<file path="config.mk">
export PLATFORM = sky130hd
export DESIGN_NAME = onehot_to_binary_pipe_flat
export DESIGN_NICKNAME = d
export VERILOG_FILES = /design/src/rtl/onehot_to_binary_pipe_pkg.sv /design/src/rtl/onehot_to_binary_pipe_if.sv /design/src/rtl/onehot_to_binary_pipe_check.sv /design/src/rtl/onehot_to_binary_pipe.sv /design/src/flat_wrapper.sv
export SDC_FILE = /design/constraint.sdc
export NUM_CORES = 1
export LEC_CHECK = 0
export CAP_MARGIN = 25
export CORE_MARGIN = 4
export CORE_UTILIZATION = 51
export CTS_CLUSTER_SIZE = 24
export DETAILED_ROUTE_END_ITERATION = 8
export GPL_TIMING_DRIVEN = 0
export PLACE_DENSITY = 0.84
export SLEW_MARGIN = 20
export SYNTH_ARGS = -nofsm -noshare
export SYNTH_HDL_FRONTEND = slang
export SYNTH_HIERARCHICAL = 1
export SYNTH_SLANG_ARGS = --single-unit
</file>
<file path="constraint.sdc">
create_clock -name clk_i -period 3 [get_ports clk_i]
set_input_delay 0.45 -clock clk_i [delete_from_list [all_inputs] [get_ports clk_i]]
set_output_delay 0.45 -clock clk_i [all_outputs]
set_load 0.02 [all_outputs]
</file>
<file path="src/rtl/onehot_to_binary_pipe_pkg.sv">
// +--------------------------------------------------------------------------+
// | onehot_pkg: shared widths, stage types and lowest-set-bit helper.        |
// | Rev 1.0                                                                  |
// +--------------------------------------------------------------------------+
`default_nettype none

package onehot_pkg;

  localparam int BIN_W_DEF     = 4;
  localparam int ONE_HOT_W_DEF = 16;
  localparam int CNT_W_DEF     = 8;

  // lsb_index works on the widest supported word; narrower words are zero-extended
  localparam int LSB_MAX_W = 64;
  localparam int LSB_IDX_W = 6;

  typedef struct packed {
    logic [ONE_HOT_W_DEF-1:0] one_hot;
    logic                     zero;
    logic                     multi;
  } s1_t;

  typedef struct packed {
    logic [BIN_W_DEF-1:0] bin;
    logic                 err;
  } s2_t;

  function automatic logic [LSB_IDX_W-1:0] lsb_index(input logic [LSB_MAX_W-1:0] word);
    logic [LSB_IDX_W-1:0] idx;
    idx = '0;
    for (int i = LSB_MAX_W - 1; i >= 0; i--) begin
      if (word[i]) idx = LSB_IDX_W'(i);
    end
    return idx;
  endfunction

endpackage

`default_nettype wire

</file>
<file path="src/rtl/onehot_to_binary_pipe_if.sv">
// +--------------------------------------------------------------------------+
// | onehot_to_binary_pipe_if: input/output valid-ready streams of converter. |
// | Rev 1.0                                                                  |
// +--------------------------------------------------------------------------+
`default_nettype none

interface onehot_to_binary_pipe_if
  import onehot_pkg::*;
#(
  parameter int BIN_W     = BIN_W_DEF,
  parameter int ONE_HOT_W = ONE_HOT_W_DEF,
  parameter int CNT_W     = CNT_W_DEF
);

  logic [ONE_HOT_W-1:0] one_hot_i;
  logic                 valid_i;
  logic                 ready_o;
  logic [BIN_W-1:0]     bin_o;
  logic                 err_o;
  logic                 valid_o;
  logic                 ready_i;
  logic [CNT_W-1:0]     err_cnt_o;

  modport master (
    output one_hot_i, valid_i, ready_i,
    input  ready_o, bin_o, err_o, valid_o, err_cnt_o
  );

  modport slave (
    input  one_hot_i, valid_i, ready_i,
    output ready_o, bin_o, err_o, valid_o, err_cnt_o
  );

endinterface

`default_nettype wire

</file>
<file path="src/rtl/onehot_to_binary_pipe_check.sv">
// +--------------------------------------------------------------------------+
// | onehot_check: combinational zero / multi-hot detector.                   |
// | Rev 1.0                                                                  |
// +--------------------------------------------------------------------------+
`default_nettype none

module onehot_check
  import onehot_pkg::*;
#(
  parameter int W = ONE_HOT_W_DEF
) (
  input  logic [W-1:0] word_i,
  output logic         zero_o,
  output logic         multi_o
);

  assign zero_o  = (word_i == '0);
  // clearing the lowest set bit leaves something only when two or more were set
  assign multi_o = |(word_i & (word_i - W'(1)));

endmodule

`default_nettype wire

</file>
<file path="src/rtl/onehot_to_binary_pipe.sv">
// +--------------------------------------------------------------------------+
// | onehot_to_binary_pipe: 2-stage elastic one-hot to binary converter.      |
// | Optional saturating error counter enabled by ONEHOT_ERR_CNT_EN.          |
// | Rev 1.0                                                                  |
// +--------------------------------------------------------------------------+
`default_nettype none

module onehot_to_binary_pipe
  import onehot_pkg::*;
#(
  parameter int BIN_W     = BIN_W_DEF,
  parameter int ONE_HOT_W = ONE_HOT_W_DEF,
  parameter int CNT_W     = CNT_W_DEF
) (
  input  logic                    clk_i,
  input  logic                    rst_ni,
  onehot_to_binary_pipe_if.slave  bus
);

  if (ONE_HOT_W != 2 ** BIN_W) begin : g_bad_width
    $error("onehot_to_binary_pipe: ONE_HOT_W must equal 2**BIN_W");
  end
  if (ONE_HOT_W > LSB_MAX_W) begin : g_too_wide
    $error("onehot_to_binary_pipe: ONE_HOT_W exceeds lsb_index range");
  end

  typedef struct packed {
    logic [ONE_HOT_W-1:0] one_hot;
    logic                 zero;
    logic                 multi;
  } stage1_t;

  typedef struct packed {
    logic [BIN_W-1:0] bin;
    logic             err;
  } stage2_t;

  stage1_t s1_q, s1_d;
  stage2_t s2_q, s2_d;
  logic    s1_valid_q, s1_valid_d;
  logic    s2_valid_q, s2_valid_d;

  logic w_s1_ready, w_s2_ready, w_in_xfer, w_s1_move;
  logic w_zero, w_multi;

  onehot_check #(.W(ONE_HOT_W)) u_check (
    .word_i  (bus.one_hot_i),
    .zero_o  (w_zero),
    .multi_o (w_multi)
  );

  always_comb begin
    w_s2_ready = !s2_valid_q || bus.ready_i;
    w_s1_ready = !s1_valid_q || w_s2_ready;
    w_in_xfer  = bus.valid_i && w_s1_ready;
    w_s1_move  = s1_valid_q && w_s2_ready;

    s1_valid_d = w_in_xfer || (s1_valid_q && !w_s2_ready);
    s1_d       = s1_q;
    if (w_in_xfer) begin
      s1_d.one_hot = bus.one_hot_i;
      s1_d.zero    = w_zero;
      s1_d.multi   = w_multi;
    end

    s2_valid_d = w_s1_move || (s2_valid_q && !bus.ready_i);
    s2_d       = s2_q;
    if (w_s1_move) begin
      s2_d.bin = BIN_W'(lsb_index(LSB_MAX_W'(s1_q.one_hot)));
      s2_d.err = s1_q.zero || s1_q.multi;
    end
  end

  always_ff @(posedge clk_i) begin
    if (!rst_ni) begin
      s1_valid_q <= 1'b0;
      s2_valid_q <= 1'b0;
      s1_q       <= '0;
      s2_q       <= '0;
    end else begin
      s1_valid_q <= s1_valid_d;
      s2_valid_q <= s2_valid_d;
      s1_q       <= s1_d;
      s2_q       <= s2_d;
    end
  end

  assign bus.ready_o = w_s1_ready;
  assign bus.valid_o = s2_valid_q;
  assign bus.bin_o   = s2_q.bin;
  assign bus.err_o   = s2_q.err;

`ifdef ONEHOT_ERR_CNT_EN
  logic [CNT_W-1:0] err_cnt_q, err_cnt_d;

  always_comb begin
    err_cnt_d = err_cnt_q;
    if (s2_valid_q && bus.ready_i && s2_q.err && (err_cnt_q != '1)) begin
      err_cnt_d = err_cnt_q + CNT_W'(1);
    end
  end

  always_ff @(posedge clk_i) begin
    if (!rst_ni) err_cnt_q <= '0;
    else         err_cnt_q <= err_cnt_d;
  end

  assign bus.err_cnt_o = err_cnt_q;
`else
  assign bus.err_cnt_o = '0;
`endif

endmodule

`default_nettype wire

</file>
<file path="src/flat_wrapper.sv">
// flat-port wrapper written by rule: the top's interface ports become plain ports
module onehot_to_binary_pipe_flat import onehot_pkg::*;
#(
  parameter int BIN_W     = BIN_W_DEF,
  parameter int ONE_HOT_W = ONE_HOT_W_DEF,
  parameter int CNT_W     = CNT_W_DEF
)
  (clk_i, rst_ni, bus_one_hot_i, bus_valid_i, bus_ready_i, bus_ready_o, bus_bin_o, bus_err_o, bus_valid_o, bus_err_cnt_o);
  onehot_to_binary_pipe_if #(.BIN_W(BIN_W), .ONE_HOT_W(ONE_HOT_W), .CNT_W(CNT_W)) bus_i ();
  input  logic clk_i;
  input  logic rst_ni;
  input wire logic [$bits(bus_i.one_hot_i)-1:0] bus_one_hot_i;
  input wire logic [$bits(bus_i.valid_i)-1:0] bus_valid_i;
  input wire logic [$bits(bus_i.ready_i)-1:0] bus_ready_i;
  output wire logic [$bits(bus_i.ready_o)-1:0] bus_ready_o;
  output wire logic [$bits(bus_i.bin_o)-1:0] bus_bin_o;
  output wire logic [$bits(bus_i.err_o)-1:0] bus_err_o;
  output wire logic [$bits(bus_i.valid_o)-1:0] bus_valid_o;
  output wire logic [$bits(bus_i.err_cnt_o)-1:0] bus_err_cnt_o;
  assign bus_i.one_hot_i = bus_one_hot_i;
  assign bus_i.valid_i = bus_valid_i;
  assign bus_i.ready_i = bus_ready_i;
  assign bus_ready_o = bus_i.ready_o;
  assign bus_bin_o = bus_i.bin_o;
  assign bus_err_o = bus_i.err_o;
  assign bus_valid_o = bus_i.valid_o;
  assign bus_err_cnt_o = bus_i.err_cnt_o;
  onehot_to_binary_pipe #(.BIN_W(BIN_W), .ONE_HOT_W(ONE_HOT_W), .CNT_W(CNT_W)) u_core (.clk_i(clk_i), .rst_ni(rst_ni), .bus(bus_i));
endmodule
</file>
==> results of run 1 <==
## power groups by stage
stage / registers [mW] / clock network [mW] / logic (mW)
6_report: 0.368 / 0.146 / 0.156
5_1_grt: 0.371 / 0.159 / 0.170
4_1_cts: 0.368 / 0.148 / 0.155
3_5_place_dp: 0.375 / 0 / 0.154
3_3_place_gp: 0.374 / 0 / 0.151
2_1_floorplan: 0.377 / 0 / 0.0872
## stage by stage
step / std cells / hold WS (ns) / instance area [um2] / total power, mW / utilization [%]
4_1_cts: 246 / 0.470 / 1650 / 0.671 / 67.4
3_3_place_gp: 242 / 0.441 / 1630 / 0.525 / 66.3
5_1_grt: 246 / 0.495 / 1650 / 0.700 / 67.4
3_5_place_dp: 242 / 0.452 / 1630 / 0.529 / 66.3
2_1_floorplan: 186 / 0.436 / 1330 / 0.465 / -
6_report: 246 / 0.467 / 1650 / 0.671 / 67.4
## per-layer routing
metal / global-route usage (%) / vias to the layer above / share of wire [%]
li1: - / 689 / -
met1: 21.8 / 590 / 42
met2: 33.8 / 65 / 49
met3: 1.75 / 6 / 7.5
met4: 8.28 / 0 / 1.5
met5: 0 / - / 0
## how the worst max path moves through the flow
stage                                 from              to  depth (start not counted)
final                     bus_one_hot_i[6]  u_core/s1_q[0]                          8
after global routing      bus_one_hot_i[6]  u_core/s1_q[0]                          8
after CTS                 bus_one_hot_i[1]  u_core/s1_q[0]                          8
after detailed placement  bus_one_hot_i[1]  u_core/s1_q[0]                          8
after global placement    bus_one_hot_i[1]  u_core/s1_q[0]                          8
after floorplan           bus_one_hot_i[1]  u_core/s1_q[0]                          7
## worst register-to-register path, stage by stage, from the launching register on
cell and delay (ns):
dfxtp_1 0.38, or4_1 0.53, a31oi_1 0.18, a2bb2oi_1 0.18, nor2_1 0.05
## cell usage in the layout, fill, tap and decap left out, types with 3 or more instances in the layout
master / instances
a21oi_1: 28
buf_2: 3
buf_4: 8
clkbuf_4: 3
clkdlybuf4s50_1: 26
conb_1: 8
dfxtp_1: 25
inv_1: 9
nand2_1: 44
nor2_1: 16
nor3_1: 5
nor4_1: 3
o21ai_0: 3
o31ai_1: 5
## layout make-up
| type | instances | area (um2) | share of cell area [%] |
|---|---|---|---|
| sequential | 25 | 500 | 30.3 |
| timing repair buffer | 26 | 260 | 15.7 |
| inverter | 9 | 33.8 | 2.04 |
| clock inverter | 1 | 5.00 | 0.303 |
| tap | 30 | 37.5 | 2.27 |
| buffer | 13 | 82.6 | 4.99 |
| multi-input combinational | 139 | 712 | 43.0 |
| clock buffer | 3 | 22.5 | 1.36 |
## kinds of logic after synthesis
kind of cell | share of synthesized area, %
AOI/OAI and AO/OA | 23.2
buffers and inverters | 8.93
DFF | 38.4
other | 0.288
and+or+nand+nor | 29.1
## registers in the layout (all words and copies together) (netlist names)
name and cells:
u_core/bus.valid_o 1, u_core/bus.bin_o 4, u_core/bus.err_o 1, u_core/s1_q 18, u_core/s1_valid_q 1
==> metrics.md, run 1 <==
| Metric | Value |
|---|---|
| WL/cell | between 10 and 15 um |
| Cells along the critical path | clkdlybuf4s50_1 -> nor3_1 -> nand2_1 -> o221ai_1 -> o21ai_0 -> or3_1 -> nand2_1 -> a21oi_1 |
| Resized Gates After CTS | 0 |
| CTS root buffer | clkbuf_4 |
| RSZ-0062 raised after global routing | false |
| Ys Warns | 6 |
| H-tree depth | 1 |
| I/O pin count | 35 |
| I/O Buffers | 26 |
| Largest net degree at the start of global routing | 15 |
| Clock power share | 21.8% |
| Nets | ~240 |
| HP Class | flip-flop to flip-flop |
| Crit-path slowest cell | clkdlybuf4s50_1 |
| Filler Cell Count | between 200 and 250 |
| Final ANT Viol Nets | 0 |
| Largest stage delay, worst path | about 0.48 ns |
| Worst Tran Pin Value | 0.514 ns |
| Register area share after synthesis | just under 40% |
| Via count of the first global-routing pass | about 1,200 |
| R2r endpoint | u_core/bus.bin_o[2] |
| First-pass DRT Iterations | 4 |
| Max Freq | roughly 450 MHz |
| # hold bufs at CTS | 0 |
| Total Routing Usage GR | between 10% and 20% |
| Post-synth top area cell | dfxtp_1 |
| Slew Limit Fails | 0 |
| Total of max-cap violations | 0 |
| Lkg Pwr | between 0.6 and 0.7 nW |
| Switch share | 29.2% |
| Initial DRC Count | 80 |
| Clock Skews | around 0.00043 ns |
| CTS clk-pin slew, worst paths | ~0.13 ns |
| Required time of the critical path | 3.19 ns |
| Yosys reg bits | 25 |
| Via count | approximately 1,400 |
| CP startpoint kind | input pin |
| Clk_lat worst skew | approximately 0.31 ns |
| Total gr overflow | 0 |
| Number of synthesized flops with an enable pin | 0 |
| Initial Util | between 50% and 60% |
| Reg2Reg Launch Point | u_core/s1_q[14] |
| Crit path max fanout | 5 |
| Ys flop type | dfxtp_1 |
| Placement Setup Slack | 0.467 ns |
| Worst Slack Setup Final | between 0.7 and 0.8 ns |
| # diodes | 0 |
| Critical path class | input pin to flip-flop |
| Crit share post-route | between 70% and 80% |
| Comb power frac | between 20% and 30% |
| TritonCTS clock tree | built |
| # rows | 18 |
| CTS Buffer Depth | 2 |
| Initial antenna violation count | 0 |
| Post-route setup TNS | 0 ns |
| Switch Pwr | between 0.15 and 0.2 mW |
| Die Span Y | between 50 and 60 um |
| R2R setup slack | 1.56 ns |
| CP top delay family | simple AND/OR/NAND/NOR gates |
| Die footprint | roughly 3400 um2 |
| Sequential power share | between 50% and 60% |
| Most frequent cell after synthesis | nand2_1 |
| Most frequent CP cell | nand2_1 |
| Status | complete, no violations |
| Ratio of cells with drive above 1 in the final layout | under 10% |
| Relative slew slack | between 60% and 70% |
| Setup Buffers After CTS | 0 |
| PwrDens | just over 400 nW/um2 |
| Die W | just under 60 um |
| Clock sinks | 25 |
| First-pass GRT wire length | roughly 5 mm |
| Cts bufs inserted | 3 |
| Peak VDD IR | 0.254 mV |
| Internal | ~0.47 mW |
| Unique masters post-synth | 35 |
| # DRC | 0 |
| WP data arrival | around 2.4 ns |
| Top cells by area, synth | dfxtp_1, nand2_1, a21oi_1 |
| Top cells by count, synth | nand2_1, a21oi_1, dfxtp_1, nor2_1, inv_1 |
| Placer Congestion | roughly 0.85 |
| DRT Wirelength | 3.13 mm |
| Worst hold endpoint | u_core/bus.bin_o[3] |
| Average vias per placed instance | approximately 5.5 |
| Min-Delay Path Depth | 2 |
| Hold Startpoint | u_core/bus.bin_o[3] |
| Final hold vios | 0 |
| Area of the core | 2450 um2 |
| Synth top area share | about two fifths |
| Worst Reg-to-Reg Cells | 4 |
| Area growth from synthesis to final layout | 27.0% |
| CP Capture Type | flip-flop |
| Cells after synthesis | 179 |
| Final setup vio count | 0 |
| Post-synth ARST share | 0% |
| Worst path bufs/invs | 1 |
| Post-DP HPWL | roughly 2.5 mm |
| Synth Cell Area | roughly 1300 um2 |
| Mean Syn Cell Area | a little over 7 um2 |
| Post-route minimum period | between 2 and 2.5 ns |
No activity file was read; power rests on OpenSTA's default activity.
==> run 2: changes to the inputs <==
--- a/config.mk
+++ b/config.mk
@@ -7,11 +7,11 @@
 export LEC_CHECK = 0
 export CAP_MARGIN = 25
 export CORE_MARGIN = 4
-export CORE_UTILIZATION = 51
+export CORE_UTILIZATION = 43
 export CTS_CLUSTER_SIZE = 24
 export DETAILED_ROUTE_END_ITERATION = 8
 export GPL_TIMING_DRIVEN = 0
-export PLACE_DENSITY = 0.84
+export PLACE_DENSITY = 0.75
 export SLEW_MARGIN = 20
 export SYNTH_ARGS = -nofsm -noshare
 export SYNTH_HDL_FRONTEND = slang
==> constraint.sdc (replaced) <==
create_clock -name clk_i -period 1.9 [get_ports clk_i]
set_input_delay 0.285 -clock clk_i [delete_from_list [all_inputs] [get_ports clk_i]]
set_output_delay 0.285 -clock clk_i [all_outputs]
set_load 0.02 [all_outputs]
==> run 2 against run 1 <==
Compared with the run above: sequential power increased by 58%; highest routed layer unchanged; cell count is 0.81% higher; first-iteration DRC count down 8.8%; flip-flop and latch count is the same; worst setup slack got worse by 0.75 ns; hold slack lost 0.13 ns; clock skew about the same; sequential share of layout area decreased by 1.4 points.
==> metrics.md, run 2 (same netlist as run 1, synthesis figures left out) <==
| Metric | Value |
|---|---|
| Clock sinks | 25 |
| DRT Wirelength | ~3.4 mm |
| Total gr overflow | 0 |
| Largest register FFs | 18 |
| M1 WL | ~1.5 mm |
| Die Span Y | ~63 um |
| H-tree depth | 1 |
| Area of the multi-input gates | ~770 um2 |
| Worst path bufs/invs | 2 |
| CTS Buffer Depth | 2 |
| Max Freq | ~540 MHz |
| Slew Limit Fails | 0 |
| Met2 wire len | 1.63 mm |
| Detail Route met3 WL | approximately 220 um |
| Total of max-cap violations | 0 |
| Switch share | approximately 29% |
| HP Class | input pin to flip-flop |
| Average vias per placed instance | ~5.5 |
| Via count of the first global-routing pass | 1,320 |
| Die footprint | just under 4000 um2 |
| Post-route minimum period | roughly 1.9 ns |
| Crit-path slowest cell | clkdlybuf4s50_1 |
| Critical path class | input pin to output pin |
| First-pass DRT Iterations | 4 |
| WL/cell | 13.5 um |
| Placed Area | ~1600 um2 |
| I/O pin count | 35 |
| Internal | around 0.75 mW |
| Comb power frac | 23.9% |
| Nets | about 240 |
| Register area | 500 um2 |
| # rows | 19 |
| Largest net degree at the start of global routing | 14 |
| Required time of the critical path | 1.62 ns |
| Peak VDD IR | between 0.2 and 0.25 mV |
| Final setup vio count | 0 |
| Clock Skews | about 0.00074 ns |
| Sequential power share | between 50% and 60% |
| Crit path max fanout | 4 |
| Filler Cell Count | about 280 |
| Initial DRC Count | between 70 and 80 |
| Initial Util | between 40% and 50% |
| Cts bufs inserted | 3 |
| Post-DP HPWL | about 2.6 mm |
| Initial antenna violation count | 0 |
| Largest stage delay, worst path | 0.64 ns |
| Area of the core | 2830 um2 |
| Crit share post-route | a little over nine tenths |
| Placer Congestion | around 0.86 |
| Clock power share | about a fifth |
| # diodes | 0 |
| Most frequent cells in the layout | nand2_1, a21oi_1, dfxtp_1 |
| WP data arrival | about 1.6 ns |
| Lkg Pwr | slightly above 0.7 nW |
| TritonCTS clock tree | built |
| Most common cell after layout, fill and taps aside | nand2_1 |
| Cells along the critical path | clkdlybuf4s50_1 -> nand3b_1 -> clkdlybuf4s50_1 |
| Biggest register | u_core/s1_q |
| Clk_lat worst skew | approximately 0.3 ns |
| Via count | approximately 1,400 |
| Post-route setup TNS | 0 ns |
| First-pass GRT wire length | about 5.5 mm |
| Final hold vios | 0 |
| Switch Pwr | roughly 0.31 mW |
| Ratio of cells with drive above 1 in the final layout | 12.9% |
| # DRC | 0 |
| # hold bufs at CTS | 0 |
| PwrDens | ~620 nW/um2 |
| Finished Cell Area | around 1700 um2 |
| Status | complete, no violations |
| CP startpoint kind | input pin |
| Top Layer Used | met4 |
| CP top delay family | buffers and inverters |
| Die W | 63.0 um |
| Final ANT Viol Nets | 0 |
| Total Routing Usage GR | between 15 and 20% |
| CTS root buffer | clkbuf_4 |
| Area growth from synthesis to final layout | 32.9% |
| Final hold slack | about 0.34 ns |
| Most frequent CP cell | clkdlybuf4s50_1 |
| CP Capture Type | output pin |
| CTS clk-pin slew, worst paths | 0.13 ns |
| I/O Buffers | 26 |
[run 2: cell count changes in the layout (fill, tap and decap cells not counted), moves of 2 or more]
cell and change:
clkdlybuf4s50_1 -10, dlygate4sd2_1 +2, dlymetal6s2s_1 +7, nor4_1 -2
[run 2: final cells by class]
class | instances | area share, %
multi-input cells | 139 | 44.3
flip-flops and latches | 25 | 28.9
repair buffers | 27 | 16.3
plain buffers | 13 | 4.77
well taps | 31 | 2.24
inverters | 9 | 1.95
clock buffers | 4 | 1.52
[run 2: power by group through the flow]
| stage | Combinational (mW) | Clock (mW) | Sequential [mW] |
|---|---|---|---|
| after floorplan | 0.138 | 0 | 0.596 |
| after global placement | 0.238 | 0 | 0.591 |
| after detailed placement | 0.244 | 0 | 0.594 |
| after CTS | 0.245 | 0.231 | 0.582 |
| after global routing | 0.278 | 0.257 | 0.586 |
| final | 0.255 | 0.228 | 0.583 |
[run 2: metrics by stage]
| step | setup slack [ns] | instances | power [mW] | utilization [%] |
|---|---|---|---|---|
| floorplan | 0.300 | 186 | 0.734 | - |
| global placement | -0.394 | 243 | 0.829 | 57.5 |
| detailed placement | -0.478 | 243 | 0.838 | 57.5 |
| CTS | 0.0358 | 247 | 1.06 | 58.9 |
| global route | -0.0276 | 248 | 1.12 | 61.2 |
| finish | 0.0412 | 248 | 1.07 | 61.2 |
[run 2: layer usage]
| layer | track usage (%) | vias up |
|---|---|---|
| li1 | - | 688 |
| met1 | 19.9 | 631 |
| met2 | 29.6 | 51 |
| met3 | 3.24 | 2 |
| met4 | 5.51 | 0 |
| met5 | 0 | - |
[run 2: worst reg2reg max path: cells and delay by family (launching register included)]
kind	cells	cell delay (ns)
buffers and inverters	1	0.27
AOI/OAI and AO/OA	1	0.15
and+or+nand+nor	3	0.55
DFF	1	0.42
[run 2: worst paths after layout]
kind	start	end	slack, ns	cells past startpoint
worst max-delay path	bus_ready_i	bus_ready_o	0.04	3
worst min-delay path	bus_one_hot_i[1]	u_core/s1_q[3]	0.34	3
worst max register to register	u_core/s1_valid_q	u_core/s1_q[15]	0.44	5
worst min register to register	u_core/bus.bin_o[3]	u_core/bus.bin_o[3]	0.47	2
[run 2: repair_timing]
item                       4_1_cts  5_1_grt
pin swaps                        2        5
setup endpoints to repair        1        1
gates cloned                     0        0
setup buffers                    0        1
gates resized for setup          6       15
==> run 3: changes to the inputs <==
--- a/config.mk
+++ b/config.mk
@@ -6,12 +6,14 @@
 export NUM_CORES = 1
 export LEC_CHECK = 0
 export CAP_MARGIN = 25
+export CORE_ASPECT_RATIO = 1.2
 export CORE_MARGIN = 4
-export CORE_UTILIZATION = 43
+export CORE_UTILIZATION = 45
+export CTS_BUF_LIST = sky130_fd_sc_hd__clkbuf_8
 export CTS_CLUSTER_SIZE = 24
 export DETAILED_ROUTE_END_ITERATION = 8
 export GPL_TIMING_DRIVEN = 0
-export PLACE_DENSITY = 0.75
+export PLACE_DENSITY = 0.78
 export SLEW_MARGIN = 20
 export SYNTH_ARGS = -nofsm -noshare
 export SYNTH_HDL_FRONTEND = slang
==> run 3 against run 2 <==
Compared with the run above: cell area rose by 0.94%; fmax rose by 1.9%; total power rose by 6.9%; sequential share of layout area fell by 0.27 points; via count fell by 0.87%; worst setup slack improved by 0.034 ns; flip-flop and latch count did not move; core utilization rose by 1.5 points; hold slack improved by 0.023 ns; combinational power barely moved; critical path type unchanged.
==> metrics.md, run 3 (same netlist as run 1, synthesis figures left out) <==
| Metric | Value |
|---|---|
| Final ANT Viol Nets | 0 |
| Nets | 238 |
| R2R setup slack | between 0.4 and 0.5 ns |
| H-tree depth | 1 |
| WP data arrival | between 1.5 and 2 ns |
| Cts bufs inserted | 3 |
| Average vias per placed instance | between 5 and 6 |
| DRT Wirelength | approximately 3.4 mm |
| Total gr overflow | 0 |
| Placed Area | roughly 1600 um2 |
| Min-Delay Path Depth | 3 |
| Die W | roughly 57 um |
| # diodes | 0 |
| CTS Buffer Depth | 2 |
| Slew Limit Fails | 0 |
| # rows | 21 |
| I/O Buffers | 26 |
| Ratio of cells with drive above 1 in the final layout | between 10% and 20% |
| PwrDens | ~650 nW/um2 |
| Switch Pwr | roughly 0.33 mW |
| Via count of the first global-routing pass | 1,289 |
| Total of max-cap violations | 0 |
| CP Capture Type | output pin |
| Crit share post-route | 96.0% |
| # DRC | 0 |
| Post-DP HPWL | 2.55 mm |
| Crit path max fanout | 4 |
| Initial antenna violation count | 0 |
| Placer Congestion | about 0.84 |
| Cells after DPL | 246 |
| Final setup vio count | 0 |
| First-pass DRT Iterations | 4 |
| CTS clk-pin slew, worst paths | approximately 0.080 ns |
| Reg2Reg Launch Point | u_core/s1_q[7] |
| WL/cell | 13.6 um |
| Largest register FFs | 18 |
| Initial Util | a little under half |
| CTS root buffer | clkbuf_8 |
| Clk_lat worst skew | ~0.27 ns |
| Switch share | between 20 and 30% |
| TritonCTS clock tree | built |
| Required time of the critical path | 1.62 ns |
| Biggest register | u_core/s1_q |
| Area of the core | approximately 2800 um2 |
| Overall power | about 1.1 mW |
| Area growth from synthesis to final layout | 34.2% |
| Final hold vios | 0 |
| I/O pin count | 35 |
| Via count | approximately 1,400 |
| Lkg Pwr | ~0.75 nW |
| Total Routing Usage GR | between 10% and 20% |
| R2r endpoint | u_core/bus.bin_o[2] |
| Internal | between 0.8 and 0.9 mW |
| Status | complete, no violations |
| Fin cells | roughly 250 |
| Worst hold endpoint | u_core/s1_q[13] |
| RSZ-0062 raised after global routing | false |
| Clock sinks | 25 |
| Clock power share | about 27% |
| Critical Path Start | bus_ready_i |
| Max Freq | roughly 550 MHz |
| Finished Cell Area | between 1500 and 2000 um2 |
| Comb power frac | 22.1% |
| Peak VDD IR | ~0.41 mV |
| HP Class | input pin to flip-flop |
| Initial DRC Count | between 40 and 50 |
| Most common cell after layout, fill and taps aside | nand2_1 |
| Post-route setup TNS | 0 ns |
| Post-route minimum period | 1.82 ns |
| Worst Reg-to-Reg Cells | 4 |
| Largest net degree at the start of global routing | 14 |
| First-pass GRT wire length | about 5.5 mm |
| Clock Skews | between 0.0005 and 0.0006 ns |
| CP startpoint kind | input pin |
| Most frequent cells in the layout | nand2_1, a21oi_1, dfxtp_1 |
| Critical path class | input pin to output pin |
| Sequential power share | 51.1% |
| Die Span Y | between 60 and 70 um |
| Die footprint | 3820 um2 |
| Hold Startpoint | bus_one_hot_i[11] |
## run 3: what timing repair did
item	4_1_cts	5_1_grt
setup buffers	1	0
endpoints found under the setup margin	1	1
pin swaps	2	3
hold buffers	0	0
gates resized for setup	8	12
## run 3: layer usage
| layer | track usage [%] | share of wire [%] |
|---|---|---|
| met2 | 33.9 | 52 |
| met5 | 0 | 0 |
| met3 | 3.10 | 5.6 |
| met1 | 18.8 | 40 |
| met4 | 10.4 | 2.7 |
## run 3: worst max-delay path, cell delays in order
cell and delay, ns:
clkdlybuf4s50_1 0.46, nand3b_1 0.16, clkdlybuf4s50_1 0.63
## run 3: per-stage QoR
stage	util (%)	hold slack [ns]	setup slack [ns]
global route	62.8	0.374	0.00935
CTS	61.5	0.478	0.00952
floorplan	-	0.414	0.300
detailed placement	58.6	0.467	-0.482
finish	62.8	0.365	0.0755
global placement	58.6	0.442	-0.394
## run 3: how the worst max path moves through the flow
stage,end,slack (ns),cells after the start
after floorplan,u_core/s1_q[0],0.30,7
after global placement,u_core/s1_q[0],-0.39,8
after detailed placement,u_core/s1_q[0],-0.48,8
after CTS,u_core/s1_q[0],0.01,8
after global routing,u_core/s1_q[0],0.009,9
final,bus_ready_o,0.08,3
## run 3: area by class of cell
class	instances	area (um2)
fillers	268	1040
multi-input cells	139	754
flip-flops and latches	25	500
repair buffers	27	289
plain buffers	13	82.6
well taps	34	42.5
clock buffers	3	41.3
inverters	9	33.8
clock inverters	1	3.75
## run 3: power groups by stage
stage	clock network [mW]	registers, mW	logic (mW)
after floorplan	0	0.596	0.138
after global placement	0	0.591	0.238
after detailed placement	0	0.593	0.244
after CTS	0.305	0.581	0.250
after global routing	0.328	0.586	0.277
final	0.305	0.582	0.252
